<file path="src/rtl/dilithium_modmul_pipe.sv">
// Pipelined modular multiplier, (opt1*opt2) mod q for q = 2^23 - 2^13 + 1.
// Free-running datapath; valid_in travels a parallel shift register and
// drives the occupancy counter used by the NTT controller to detect drain.
// Optional macro MODMUL_RANGECHK_EN adds range_err, flagging pairs whose
// operand was >= PARAM_Q.
module dilithium_modmul_pipe #(
  parameter logic [22:0]  PARAM_Q = 23'd8380417,
  parameter int unsigned  LATENCY = 8
) (
  input  logic        clk,
  input  logic        rst_n,
  input  logic [22:0] opt1,
  input  logic [22:0] opt2,
  input  logic        valid_in,
  output logic [22:0] mul_result,
  output logic        valid_out,
  output logic [3:0]  in_flight,
  output logic        idle
`ifdef MODMUL_RANGECHK_EN
  , output logic      range_err
`endif
);

  // Registers after fold 3; the final subtract feeds this delay tail.
  localparam int unsigned TAIL = LATENCY - 6;
  // 2^23 == 2^13 - 1 (mod q), so each fold multiplies the high part by 8191.
  localparam logic [12:0] FOLD_K = 13'd8191;

  logic [22:0]        a_q, a_d, b_q, b_d;
  logic [34:0]        pp_lo_q, pp_lo_d;
  logic [33:0]        pp_hi_q, pp_hi_d;
  logic [45:0]        p_q, p_d;
  logic [36:0]        r1_q, r1_d;
  logic [27:0]        r2_q, r2_d;
  logic [23:0]        r3_q, r3_d;
  logic [22:0]        r4_c;
  logic [LATENCY-1:0] vld_q, vld_d;
  logic [3:0]         in_flight_q, in_flight_d;
  logic               idle_q, idle_d;

  // Datapath stages, valid shift register and occupancy counter next-state.
  always_comb begin
    a_d      = opt1;
    b_d      = opt2;
    pp_lo_d  = 35'(a_q) * 35'(b_q[11:0]);
    pp_hi_d  = 34'(a_q) * 34'(b_q[22:12]);
    p_d      = 46'(pp_lo_q) + (46'(pp_hi_q) << 12);
    r1_d     = 37'(p_q[22:0])  + 37'(p_q[45:23])  * 37'(FOLD_K);
    r2_d     = 28'(r1_q[22:0]) + 28'(r1_q[36:23]) * 28'(FOLD_K);
    r3_d     = 24'(r2_q[22:0]) + 24'(r2_q[27:23]) * 24'(FOLD_K);
    vld_d    = {vld_q[LATENCY-2:0], valid_in};
    in_flight_d = in_flight_q;
    if (valid_in && !vld_q[LATENCY-1]) begin
      in_flight_d = in_flight_q + 4'd1;
    end else if (!valid_in && vld_q[LATENCY-1]) begin
      in_flight_d = in_flight_q - 4'd1;
    end
    idle_d = (in_flight_d == 4'd0);
  end

  // Final conditional subtract; r3 < 2q so one subtract fully reduces.
  assign r4_c = (r3_q >= 24'(PARAM_Q)) ? 23'(r3_q - 24'(PARAM_Q)) : 23'(r3_q);

  // Pipeline registers.
  always_ff @(posedge clk or negedge rst_n) begin
    if (!rst_n) begin
      a_q         <= '0;
      b_q         <= '0;
      pp_lo_q     <= '0;
      pp_hi_q     <= '0;
      p_q         <= '0;
      r1_q        <= '0;
      r2_q        <= '0;
      r3_q        <= '0;
      vld_q       <= '0;
      in_flight_q <= '0;
      idle_q      <= 1'b1;
    end else begin
      a_q         <= a_d;
      b_q         <= b_d;
      pp_lo_q     <= pp_lo_d;
      pp_hi_q     <= pp_hi_d;
      p_q         <= p_d;
      r1_q        <= r1_d;
      r2_q        <= r2_d;
      r3_q        <= r3_d;
      vld_q       <= vld_d;
      in_flight_q <= in_flight_d;
      idle_q      <= idle_d;
    end
  end

  generate
    if (TAIL == 0) begin : g_no_tail
      assign mul_result = r4_c;
    end else begin : g_tail
      logic [22:0] tail_q [TAIL];
      logic [22:0] tail_d [TAIL];

      // Delay tail: first stage holds the reduced result, rest pure delay.
      always_comb begin
        tail_d[0] = r4_c;
        for (int i = 1; i < int'(TAIL); i++) begin
          tail_d[i] = tail_q[i-1];
        end
      end

      // Delay tail registers.
      always_ff @(posedge clk or negedge rst_n) begin
        if (!rst_n) begin
          for (int i = 0; i < int'(TAIL); i++) begin
            tail_q[i] <= '0;
          end
        end else begin
          for (int i = 0; i < int'(TAIL); i++) begin
            tail_q[i] <= tail_d[i];
          end
        end
      end

      assign mul_result = tail_q[TAIL-1];
    end
  endgenerate

  assign valid_out = vld_q[LATENCY-1];
  assign in_flight = in_flight_q;
  assign idle      = idle_q;

`ifdef MODMUL_RANGECHK_EN
  logic [LATENCY-1:0] rng_q, rng_d;

  // Out-of-range flag of each valid pair, aligned with valid_out.
  always_comb begin
    rng_d = {rng_q[LATENCY-2:0],
             valid_in && ((opt1 >= PARAM_Q) || (opt2 >= PARAM_Q))};
  end

  // Range flag shift register.
  always_ff @(posedge clk or negedge rst_n) begin
    if (!rst_n) begin
      rng_q <= '0;
    end else begin
      rng_q <= rng_d;
    end
  end

  assign range_err = rng_q[LATENCY-1];
`endif

endmodule
</file>
<file path="config.mk">
export PLATFORM = sky130hd
export DESIGN_NAME = dilithium_modmul_pipe
export DESIGN_NICKNAME = d
export VERILOG_FILES = /design/src/rtl/dilithium_modmul_pipe.sv
export SDC_FILE = /design/constraint.sdc
export NUM_CORES = 2
export LEC_CHECK = 0
export ABC_AREA = 0
export CORE_UTILIZATION = 60
export DETAILED_ROUTE_END_ITERATION = 8
export GPL_TIMING_DRIVEN = 0
export MAX_ROUTING_LAYER = met4
export PLACE_DENSITY = 0.88
export RECOVER_POWER = 25
export SYNTH_ARGS = -nofsm -noshare
export SYNTH_HDL_FRONTEND = slang
export SYNTH_SLANG_ARGS = --single-unit
</file>
<file path="constraint.sdc">
create_clock -name clk -period 6.5 [get_ports clk]
set_input_delay 1.625 -clock clk [delete_from_list [all_inputs] [get_ports clk]]
set_output_delay 1.625 -clock clk [all_outputs]
set_load 0.02 [all_outputs]
</file>
* Word level (Yosys, flattened, before mapping)
Index checks and enable logic that the tools add are counted.
Word-level totals: register bits after elaboration 309, input bits 49, output and inout port bits 29, logic and storage cells 34
Cells by class: add/sub/neg operators 7, multiply operators 5, order comparisons 1, mux-type cells 3, reduce and logical (&&, ||, !) cells 5
Operators by type and width (number):
- adder 35 x 46 -> 46 bit | 1
- adder 23 x 36 -> 37 bit | 1
- multiplier 23 x 13 -> 36 bit, second input constant | 1
- multiplier 23 x 12 -> 35 bit | 1
- multiplier 23 x 11 -> 34 bit | 1
- adder 23 x 27 -> 28 bit | 1
- multiplier 14 x 13 -> 27 bit, second input constant | 1
- adder 23 x 18 -> 24 bit | 1
- greater-or-equal comparator 24 x 23 -> 1 bit, second input constant | 1
- 2-to-1 mux 23 bit | 1
- subtractor 23 bit, second input constant | 1
- multiplier 5 x 13 -> 18 bit, second input constant | 1
- 2-to-1 mux 4 bit | 2
- adder 4 x 1 -> 4 bit, second input constant | 1
- logical NOT 4 bit | 1
- subtractor 4 x 1 -> 4 bit, second input constant | 1
- logical AND 1 bit | 2
- logical NOT 1 bit | 2

* Longest topological paths before layout
depth after elaboration 5, mapped depth 23, gate-level depth less buffers 22

* Worst setup path before layout
No wires, ideal clock.
kind register to register, start register p_q[29], end register r1_q[31], library setup time 125 ps, arrival 5893 ps, required time 6375 ps, path slack 481 ps, cell stages (with the launch flop) 22, buffers on the path 1, period minus slack after synthesis 6019 ps, cell sequence dfrtp_1 -> fa_1 -> inv_1 -> fa_1 -> inv_1 -> fa_1 -> fa_1 -> fa_1 -> inv_1 -> fa_1 -> inv_1 -> ha_1 -> clkbuf_2 -> o21a_1 -> o211ai_1 -> a31o_2 -> o41ai_1 -> nand3_1 -> a21boi_0 -> o221ai_1 -> nor2b_1 -> xnor2_1
On the way: word-level cells in the longest chain between the ends 2
RTL lines:
- from (decl) | line 32 | logic [45:0] p_q, p_d;
- from (signal assigned) | line 83 | p_q <= p_d;
- multiplier 23 x 13 -> 36 bit | line 48 | r1_d = 37'(p_q[22:0]) + 37'(p_q[45:23]) * 37'(FOLD_K);
- adder 23 x 36 -> 37 bit | line 48
- named net r1_d[31] | line 33 | logic [36:0] r1_q, r1_d;
- to (signal assigned) | line 84 | r1_q <= r1_d;
- to (decl) | line 33
The timed path passes the listed nets, and every way through them passes these cells.

* Final worst setup path
start register a_q[7], end register pp_lo_q[27]
On the way: word-level cells in the longest chain between the ends 1
RTL lines:
- from (decl) | line 29 | logic [22:0] a_q, a_d, b_q, b_d;
- from (signal assigned) | line 67 | a_q <= '0;
- from (signal assigned) | line 79 | a_q <= a_d;
- multiplier 23 x 12 -> 35 bit | line 45 | pp_lo_d = 35'(a_q) * 35'(b_q[11:0]);
- named net pp_lo_d[27] | line 30 | logic [34:0] pp_lo_q, pp_lo_d;
- to (signal assigned) | line 81 | pp_lo_q <= pp_lo_d;
- to (decl) | line 30
The timed path passes the listed nets, and every way through them passes these cells.

==> summary.md <==
| Metric | Value |
|---|---|
| Final setup viols | 0 |
| Most frequent cells in the layout | 897 x inv_1, 734 x fa_1, 426 x nand2_1, 370 x ha_1, 299 x dfrtp_1 |
| CP Max Fanout | 10 |
| Setup WS post-layout | 0.0749 ns |
| CTS tree | built |
| Max Cap Viol | 1 |
| Seq. cell area | 7740 um2 |
| Max Fclk | 156 MHz |
| Placed instance count | 4,873 |
| GRT Util Overall | 30.9% |
| Input/output buffers | 77 |
| Ports | 78 |
| Yosys reg bits | 309 |
| Synth Area in Compound Gates | 7.25% |
| RSZ-0062 raised after global routing | true |
| HPWL Detailed | 76,600 um |
| Gate Count Post-Synth | 3,939 |
| Worst hold stages | 0 |
| Post-route insts no fill | 4,943 |
| Clk buf depth | 3 |
| Syn Nets | 5,097 |
| WHS Endpoint | mul_result[15] |
| Place WS | -0.811 ns |
| Final count of hold timing violations | 0 |
| Initial DRT Pass Iterations | 7 |
| Period minus WS final | 6.43 ns |
| Rows | 93 |
| Netlist cell types | 62 |
| Startpoint Class | flop |
| R2R setup slack | 0.07 ns |
| Total CTS buffers | 37 |
| Initial antenna violation count | 2 |
| Nets@finish | 5,218 |
| Die width | 259 um |
| Worst Path Arrival | 6.91 ns |
| R2r worst-path depth | 20 |
| Largest family of logic cells by synthesized area | adder cells |
| Number of global-route vias before repair | 31,200 |
| Starting DRC count in detailed routing | 2,079 |
| Core area | 64,900 um2 |
| Async SR Flop Fraction | 100% |
| Most common cell after layout, fill and taps aside | inv_1 |
| Total number of vias | 28,200 |
| First-pass GRT wire length | 157,000 um |
| Post-synth top flop | dfrtp_1 |
| Yosys top cell by area | fa_1 |
| GRT overflow | 0 |
| Sequential share of the synthesized area | 19.5% |
| Htree depth | 2 |
| Relative slew slack | -105% |
| ANT nets after route | 0 |
| Worst-Margin Slew | 3.08 ns |
| Syn. warnings | 0 |
| Syn avg cell area | 10.1 um2 |
| Xor/xnor share of the synthesized area | 4.04% |
| Fillers | 4,644 |
| Avg WL per Cell | 19.3 um |
| Status | finished with violations |
| Worst reg2reg startpoint | a_q[7] |
| Crit path capture type | flop |
| Die area | 67,200 um2 |
| Period Utilization, post-route | 98.8% |
| Design Area, Final | 43,200 um2 |
| Area occupied by multi-input gates | 28,400 um2 |
| Final WL | 95,400 um |
| Post-synth EDFFs | 0 |
| Post-synthesis mux area share | 0.0504% |
| Post-CTS Hold Buffers | 0 |
| Reg2Reg Capture Point | pp_lo_q[27] |
| Final Max Slew Viols | 123 |
| Ratio of cells with drive above 1 in the final layout | 4.36% |
| Synth Area in Adders | 48.9% |
| Failing checks | max-capacitance violations, max-slew violations |
| DR vias/cell | 5.70 |
| Synth top area share | 37.3% |
| Syn-to-layout area delta | 8.73% |
| Clk_lat worst skew | 0.60 ns |
| Post-DP Area | 41,600 um2 |
| Hold Crit Class | flop to flop |
| Clock Skews | 0.0395 ns |
| Kind of critical path | flop to flop |
| DR DRC count | 0 |
| Hold path start | g_tail.tail_d[15] |
| WP data required | 6.98 ns |
| Placer congestion estimate | 0.966 |
| Post-Synth Simple-Gate Area | 10.8% |
| Syn Std Cell Area | 39,700 um2 |
| Reg clk slew, reported paths | 0.06 ns |
| Initial Util | 61.1% |
| Die Height | 259 um |
| Clk root buf | clkbuf_16 |
| Synth top area cells | fa_1 37%, dfrtp_1 19%, ha_1 12% |
| Clk sinks | 309 |
| Largest net degree at the start of global routing | 124 |
-- worst max-delay path by stage --
stage               startpoint           to  cells after the start
finish                  a_q[7]  pp_lo_q[27]                     20
detailed placement      a_q[5]  pp_lo_q[34]                     17
CTS                     a_q[1]  pp_lo_q[31]                     20
global route            b_q[7]  pp_lo_q[31]                     20
floorplan              p_q[29]     r1_q[31]                     21
global placement         rst_n      a_q[21]                      1
-- timing repair --
| action | in CTS | in global routing |
|---|---|---|
| buffers inserted | 0 | 3 |
| hold endpoints to repair | 0 | 0 |
| pin swaps | 1 | 7 |
| endpoints found under the setup margin | 18 | 31 |
| resized for setup | 30 | 108 |
-- cell usage after synthesis (4+ instances only) --
cell type and count:
and3_1 23, o211ai_1 21, xnor2_1 132, clkbuf_1 106, dfrtp_1 308, ha_1 370, inv_1 897, nand3_1 27
a2111oi_0 7, and2_1 194, a211oi_1 15, o21ai_0 68, a21o_1 96, a21boi_0 4, nor2_1 96, and4_1 5
o21bai_1 20, a21oi_1 127, nor3_1 25, nand2_1 426, a211o_1 4, nor2b_1 22, or2_2 8, a41oi_1 6
nand2b_1 13, nor4_1 8, or3_1 11, fa_1 739, xor2_1 51, o31ai_1 8, o21a_1 21, nand4_1 18
o2111ai_1 9, a31oi_1 12
-- flip-flops by register name (all words and copies together) (netlist names) --
register,cells
pp_hi_q,34
r2_q,28
r3_q,24
a_q,23
vld_q,8
b_q,23
r1_q,37
in_flight,4
g_tail.tail_d,23
p_q,46
pp_lo_q,35
mul_result,23
idle,1
-- worst max-delay path: stages, from the launching register on --
cell and delay (ns):
dfrtp_1 0.57, clkbuf_4 0.34, nand2_1 0.11, fa_1 0.54, inv_1 0.05, fa_1 0.50
inv_1 0.05, fa_1 0.52, inv_1 0.05, fa_1 0.49, fa_1 0.43, ha_1 0.40
nand3_1 0.18, or4_1 0.55, and4_1 0.21, nor2_2 0.19, o211ai_1 0.26, nand4bb_1 0.21
buf_4 0.18, a41oi_2 0.15, xnor2_2 0.29
-- cell families after synthesis --
group,count (synthesis)
adder cells (fa/ha/maj),1109
buffers and inverters,1004
AND/OR/NAND/NOR,892
AO/OA/AOI/OAI,440
flip-flops,309
XOR/XNOR,183
multiplexers,2
-- cell type report --
cell class                      count  area share (%)
Multi-Input combinational cell   2626            65.7
Sequential cell                   309            17.9
Buffer                            107            1.09
Clock buffer                       44            2.30
Clock inverter                     22           0.684
Timing Repair Buffer               82            1.95
Tap cell                          855            2.48
Antenna cell                        1         0.00580
Inverter                          897            7.80
-- per-stage QoR --
stage / setup TNS (ns) / util (%) / hold slack (ns)
after global placement: -2745.13 / 64.0 / 0.332
final: 0 / 66.5 / 0.344
after detailed placement: -2.67 / 64.1 / 0.335
after floorplan: 0 / - / 0.331
after global routing: -0.000897 / 66.5 / 0.346
after CTS: 0 / 66.1 / 0.327
-- layer usage --
metal	track usage, %	vias up	routed length [um]
met2	51.0	1238	46500
met3	6.37	430	7680
met5	-	-	0
li1	-	12300	-
met1	35.2	14200	34800
met4	17.4	0	6380
Power is not shown: default switching activity piles up to over one toggle a cycle in this logic, so the estimate is an artifact.
